`src/rtl/if_id_issue_queue_pkg.sv`:
```
// Shared widths, control-vector bit positions and pop arithmetic for the
// fetch/decode issue queue.
package if_id_issue_queue_pkg;

    localparam int ADDR_WIDTH = 32;
    localparam int INST_WIDTH = 32;
    localparam int STALL_W    = 5;
    localparam int FLUSH_W    = 4;
    localparam int STALL_IFID = 1;
    localparam int FLUSH_IFID = 0;

    // Number of entries decode takes this cycle; never more than are held.
    function automatic logic [1:0] iq_pop_count(
        input logic hold,
        input logic issue_one,
        input logic has_one,
        input logic has_two
    );
        logic [1:0] n;
        if (hold || !has_one) begin
            n = 2'd0;
        end else if (issue_one || !has_two) begin
            n = 2'd1;
        end else begin
            n = 2'd2;
        end
        return n;
    endfunction

endpackage

```
`src/rtl/if_id_issue_queue_iq_ptr_ctrl.sv`:
```
// Read/write pointer and occupancy bookkeeping for the issue queue; also
// resolves the redirect/flush request into a single clear.
module iq_ptr_ctrl
    import if_id_issue_queue_pkg::*;
#(
    parameter int DEPTH = 4,
    parameter int PTR_W = $clog2(DEPTH),
    parameter int CNT_W = $clog2(DEPTH) + 1
) (
    input  logic             clk,
    input  logic             rst,
    input  logic             push_i,
    input  logic [1:0]       pop_n_i,
    input  logic             branch_i,
    input  logic             flush_ifid_i,
    input  logic             stall_ifid_i,
    output logic             clear_o,
    output logic [PTR_W-1:0] rd_ptr_o,
    output logic [PTR_W-1:0] wr_ptr_o,
    output logic [CNT_W-1:0] count_o,
    output logic             full_o
);

    logic [PTR_W-1:0] rd_ptr_q, rd_ptr_d;
    logic [PTR_W-1:0] wr_ptr_q, wr_ptr_d;
    logic [CNT_W-1:0] count_q,  count_d;
    logic             clear_s;

    // A held decode stage also holds off a pipeline flush; a redirect never waits.
    assign clear_s = branch_i | (flush_ifid_i & ~stall_ifid_i);

    // Next pointer/count state; clear wins over push and pop.
    always_comb begin
        rd_ptr_d = rd_ptr_q;
        wr_ptr_d = wr_ptr_q;
        count_d  = count_q;
        if (clear_s) begin
            rd_ptr_d = wr_ptr_q;
            count_d  = {CNT_W{1'b0}};
        end else begin
            wr_ptr_d = wr_ptr_q + PTR_W'(push_i);
            rd_ptr_d = rd_ptr_q + PTR_W'(pop_n_i);
            count_d  = count_q + CNT_W'(push_i) - CNT_W'(pop_n_i);
        end
    end

    // Pointer and occupancy registers.
    always_ff @(posedge clk) begin
        if (rst) begin
            rd_ptr_q <= {PTR_W{1'b0}};
            wr_ptr_q <= {PTR_W{1'b0}};
            count_q  <= {CNT_W{1'b0}};
        end else begin
            rd_ptr_q <= rd_ptr_d;
            wr_ptr_q <= wr_ptr_d;
            count_q  <= count_d;
        end
    end

    assign clear_o  = clear_s;
    assign rd_ptr_o = rd_ptr_q;
    assign wr_ptr_o = wr_ptr_q;
    assign count_o  = count_q;
    assign full_o   = (count_q == CNT_W'(DEPTH));

endmodule

```
`src/rtl/if_id_issue_queue.sv`:
```
// Dual-issue fetch-to-decode queue: fetch pushes one entry per cycle, decode
// sees the two oldest entries and takes zero, one or two of them.
module if_id_issue_queue
    import if_id_issue_queue_pkg::*;
#(
    parameter int ADDR_W = ADDR_WIDTH,
    parameter int INST_W = INST_WIDTH,
    parameter int DEPTH  = 4
) (
    input  logic                      clk,
    input  logic                      rst,
    input  logic                      Fetch_Valid,
    input  logic [ADDR_W-1:0]         Fetch_PC,
    input  logic [INST_W-1:0]         Fetch_Inst,
    output logic                      Fetch_Ready,
    input  logic [STALL_W-1:0]        Ctrl_Stall,
    input  logic [FLUSH_W-1:0]        Flush,
    input  logic                      issue_select,
    input  logic                      EX_BranchFlag,
    output logic                      Id_Valid_0,
    output logic [ADDR_W-1:0]         Id_PC_0,
    output logic [INST_W-1:0]         Id_Inst_0,
    output logic                      Id_Valid_1,
    output logic [ADDR_W-1:0]         Id_PC_1,
    output logic [INST_W-1:0]         Id_Inst_1,
    output logic [$clog2(DEPTH):0]    Queue_Count
);

    localparam int PTR_W = $clog2(DEPTH);
    localparam int CNT_W = PTR_W + 1;

    logic [ADDR_W-1:0] pc_mem_q   [DEPTH];
    logic [INST_W-1:0] inst_mem_q [DEPTH];

    logic [PTR_W-1:0] rd_ptr_s, wr_ptr_s, rd_ptr_nx_s;
    logic [CNT_W-1:0] count_s;
    logic             full_s, clear_s, push_s;
    logic             has_one_s, has_two_s;
    logic [1:0]       pop_n_s;
    logic             unused_ctrl_s;

    assign unused_ctrl_s = ^{Ctrl_Stall, Flush};

    // Ready depends only on occupancy so fetch never waits on decode timing.
    assign Fetch_Ready = ~full_s;
    assign push_s      = Fetch_Valid & ~full_s;
    assign has_one_s   = (count_s >= CNT_W'(1));
    assign has_two_s   = (count_s >= CNT_W'(2));
    assign pop_n_s     = iq_pop_count(Ctrl_Stall[STALL_IFID], issue_select,
                                      has_one_s, has_two_s);

    iq_ptr_ctrl #(
        .DEPTH (DEPTH)
    ) u_ptr_ctrl (
        .clk          (clk),
        .rst          (rst),
        .push_i       (push_s),
        .pop_n_i      (pop_n_s),
        .branch_i     (EX_BranchFlag),
        .flush_ifid_i (Flush[FLUSH_IFID]),
        .stall_ifid_i (Ctrl_Stall[STALL_IFID]),
        .clear_o      (clear_s),
        .rd_ptr_o     (rd_ptr_s),
        .wr_ptr_o     (wr_ptr_s),
        .count_o      (count_s),
        .full_o       (full_s)
    );

    // Entry storage; a push coinciding with a clear is discarded.
    always_ff @(posedge clk) begin
        if (!rst && push_s && !clear_s) begin
            pc_mem_q[wr_ptr_s]   <= Fetch_PC;
            inst_mem_q[wr_ptr_s] <= Fetch_Inst;
        end
    end

    assign rd_ptr_nx_s = rd_ptr_s + PTR_W'(1);

    // Slot views of the two oldest entries; empty slots read as zero.
    always_comb begin
        Id_Valid_0 = has_one_s;
        Id_Valid_1 = has_two_s;
        Id_PC_0    = {ADDR_W{1'b0}};
        Id_Inst_0  = {INST_W{1'b0}};
        Id_PC_1    = {ADDR_W{1'b0}};
        Id_Inst_1  = {INST_W{1'b0}};
        if (has_one_s) begin
            Id_PC_0   = pc_mem_q[rd_ptr_s];
            Id_Inst_0 = inst_mem_q[rd_ptr_s];
        end else begin
            Id_PC_0   = {ADDR_W{1'b0}};
            Id_Inst_0 = {INST_W{1'b0}};
        end
        if (has_two_s) begin
            Id_PC_1   = pc_mem_q[rd_ptr_nx_s];
            Id_Inst_1 = inst_mem_q[rd_ptr_nx_s];
        end else begin
            Id_PC_1   = {ADDR_W{1'b0}};
            Id_Inst_1 = {INST_W{1'b0}};
        end
    end

    assign Queue_Count = count_s;

endmodule

```
`config.mk`:
```
export PLATFORM = sky130hd
export DESIGN_NAME = if_id_issue_queue
export DESIGN_NICKNAME = d
export VERILOG_FILES = /design/src/rtl/if_id_issue_queue_pkg.sv /design/src/rtl/if_id_issue_queue_iq_ptr_ctrl.sv /design/src/rtl/if_id_issue_queue.sv
export SDC_FILE = /design/constraint.sdc
export NUM_CORES = 1
export LEC_CHECK = 0
export ABC_AREA = 1
export ABC_CLOCK_PERIOD_IN_PS = 17200
export BUFFER_PORTS_ARGS = -buffer_cell sky130_fd_sc_hd__buf_2
export CELL_PAD_IN_SITES_DETAIL_PLACEMENT = 2
export CELL_PAD_IN_SITES_GLOBAL_PLACEMENT = 2
export CORE_MARGIN = 3
export CORE_UTILIZATION = 37
export CTS_CLUSTER_DIAMETER = 100
export CTS_CLUSTER_SIZE = 28
export DETAILED_ROUTE_END_ITERATION = 10
export GPL_TIMING_DRIVEN = 0
export PLACE_DENSITY = 0.88
export SYNTH_ARGS = -nofsm -noshare
export SYNTH_HDL_FRONTEND = slang
export SYNTH_HIERARCHICAL = 1
export SYNTH_SLANG_ARGS = --single-unit
```
`constraint.sdc`:
```
create_clock -name clk -period 17.2 [get_ports clk]
set_clock_uncertainty 0.1 [all_clocks]
set_input_delay 2.58 -clock clk [delete_from_list [all_inputs] [get_ports clk]]
set_output_delay 2.58 -clock clk [all_outputs]
set_load 0.1 [all_outputs]
```
==> run_results.csv <==
group,metric,value,unit
grt,grt_pass1_wl,82760,um
sta,fin_crit_sh,31.94,%
logic_synthesis,synthTopCellsByArea,"edfxtp_1 56%, nand2_1 25%, a21oi_1 4.7%",
min_path,hp-start,"u_ptr_ctrl/wr_ptr_o[0]",
critical_path,arrival,2.81,ns
job,maxCapViolations,0,
final_layout,area_growth,17.80,%
detailed_routing,post-route-drc-count,0,
clock_tree,cts_resized,0,
placement,place.gp.congestion,0.7689,
grt,grt_antenna_before_repair,4,
detailed_routing,wl_met3,2590,um
placement,hpwlAfterDp,39240,um
sta,setup_violations,0,
floorplanning,coreArea,36000,um2
detailed_routing,drt_iter0_drc,830,
floorplanning,fp.dieArea,39360,um2
grt,grt-ovfl-total,0,
pwr,power_leakage,7.844,nW
logic_synthesis,synth_cell_types,25,
sta,hold_viol,0,
critical_path,criticalPathCategory,"flip-flop to primary output",
sta,timing.fmax,182.1,MHz
detailed_routing,vias,12460,
min_path,hold_class,"flip-flop to flip-flop",
placement,dp.cells,2345,
detailed_routing,met2_length,28050,um
critical_path,start_kind,"flip-flop",
floorplanning,initial_core_util,38.05,%
clock_tree,cts.sinks,263,
final_layout,multiInputGateArea,4652,um2
final_layout,final_util,44.82,%
min_path,whs_endpoint,"u_ptr_ctrl/wr_ptr_o[0]",
final_layout,stdcell_count,2372,
placement,numPortBuffers,204,
clock_tree,cts_setup_buffers,0,
status,status,"finished, final reports clean",
critical_path,critPathMaxFanout,10,
final_layout,final_common_cell,"nand2_1",
detailed_routing,totalWireLength,54860,um
sta,relSlewSlack,27.13,%
detailed_routing,ant_nets,0,
logic_synthesis,ys_warn_count,6,
critical_path,r2r_slack,14.05,ns
critical_path,crit_path_end_kind,"primary output",
pwr,peakVddDrop,0.00005820,V
logic_synthesis,syn_inst,1651,
floorplanning,die_y,198.4,um
logic_synthesis,synth_area,13700,um2
detailed_routing,wl_per_cell,23.13,um
detailed_routing,met1_length,23130,um
final_layout,seq_area,7828,um2
sta,period_needed,5.493,ns
sta,tns,0,ns
placement,dpl_cell_area,15660,um2
final_layout,final.fill_count,4092,
detailed_routing,dr.max_layer_used,"met5",
grt,grt_pass1_vias,13950,
critical_path,crit_required,14.52,ns
detailed_routing,drtPass1Iterations,5,
grt,grt_max_degree,30,
sta,tightest_slew,1.087,ns
final_layout,drive_gt1_share,18.55,%
floorplanning,num_rows,69,
clock_tree,h-tree-depth,1,
logic_synthesis,seq_area_frac_synth,57.15,%
sta,slew_violations,0,
clock_tree,postCtsHoldBufs,0,
grt,grt_use_total,27.46,%
floorplanning,boundaryPins,212,
floorplanning,die_w,198.4,um
logic_synthesis,synth_top_cell_by_area,"edfxtp_1",
critical_path,r2r_start,"u_ptr_ctrl/count_o[2]",
clock_tree,clkSlewWorstSetupHoldPaths,0.11,ns
clock_tree,cts_tree,"built",
clock_tree,clockBufferDepth,3,
final_layout,fin_nets,1984,
clock_tree,numCtsBuffers,14,
logic_synthesis,ys_seq_elements,263,
clock_tree,root_buffer,"clkbuf_16",
pwr,power_density,95.56,nW/um2
logic_synthesis,syn_nets,1735,
clock_tree,clkLatencyLatePin,0.52,ns
critical_path,rr_worst_depth,9,
logic_synthesis,synth.avg_cell_area,8.296,um2
final_layout,final_area,16140,um2
final_layout,layout.cells.most_common_list,"907 x nand2_1, 256 x edfxtp_1, 250 x buf_2",
critical_path,r2r-end,"pc_mem_q[1][12]",
min_path,whs_path_depth,2,
logic_synthesis,yosysTopAreaCellShare,56.12,%
sta,rsz0062_at_grt,"no",
detailed_routing,via_per_inst,5.253,
cell families after synthesis:
logic type	count (synthesis)	synth area share, %
flip-flops	263	57.15
AO/OA/AOI/OAI	130	4.778
buffers and inverters	250	9.034
XOR/XNOR	2	0.1279
AND/OR/NAND/NOR	1000	28.31
adder cells (fa/ha/maj)	6	0.6029
Yosys cell counts:
cell	instances
edfxtp_1	256
buf_2	46
dfxtp_1	7
nor2_1	9
a21oi_1	129
or2_2	1
buf_4	18
inv_6	1
xnor2_1	1
buf_6	21
ha_1	5
nand2_4	2
inv_2	1
xor2_1	1
fa_1	1
buf_1	2
nand3_1	71
buf_8	1
nand2_2	3
nor2_2	1
inv_1	150
clkbuf_1	10
nor3_1	6
nand2_1	907
a21oi_2	1
worst max path at each step:
stage / from / end / slack [ns] / cells past startpoint
6_report: u_ptr_ctrl/rd_ptr_o[1] / Id_PC_0[7] / 11.71 / 5
5_1_grt: u_ptr_ctrl/rd_ptr_o[1] / Id_PC_0[7] / 11.63 / 5
4_1_cts: u_ptr_ctrl/rd_ptr_o[1] / Id_PC_0[7] / 11.69 / 5
3_5_place_dp: Fetch_Valid / pc_mem_q[1][2] / 11.88 / 9
3_3_place_gp: Ctrl_Stall[1] / inst_mem_q[0][23] / 4.29 / 7
2_1_floorplan: Ctrl_Stall[1] / inst_mem_q[0][0] / 9.27 / 6
report_power, final:
part / switching [mW] / leakage (nW) / internal, mW
combinational: 0.344 / 5.25 / 0.0755
sequential: 0.00468 / 2.37 / 0.710
clock: 0.227 / 0.227 / 0.181
stage by stage:
step                      power (mW)  hold slack (ns)  setup WS (ns)
after detailed placement       1.146           0.5210          11.88
after CTS                      1.551           0.5370          11.69
after global routing           1.591           0.5636          11.63
after global placement         1.134           0.4453          4.295
after floorplan                1.031           0.4118          9.268
final                          1.542           0.5450          11.71
flip-flops by register name, summed over array words and instances (netlist names):
register and flops:
pc_mem_q 128, inst_mem_q 128, u_ptr_ctrl/count_o 3, u_ptr_ctrl/rd_ptr_o 2, u_ptr_ctrl/wr_ptr_o 2
critical path, stage by stage (launching register included):
cell	delay, ns
dfxtp_1	0.45
buf_2	0.33
clkbuf_1	0.58
nand2_1	0.14
a21oi_1	0.28
buf_2	0.49
cell type report:
type / count / area share (%)
Sequential cell: 263 / 48.51
Multi-Input combinational cell: 1138 / 28.83
Timing Repair Buffer: 233 / 8.468
Buffer: 98 / 4.102
Tap cell: 461 / 3.575
Inverter: 152 / 3.567
Clock buffer: 17 / 2.373
Clock inverter: 7 / 0.5273
Antenna cell: 3 / 0.04653
metal layers:
layer | up-vias | track usage (%)
li1 | 5702 | -
met4 | 4 | 5.898
met2 | 317 | 49.96
met3 | 71 | 3.049
met1 | 6367 | 35.39
met5 | - | 0
No activity file was read; power rests on OpenSTA's default activity.
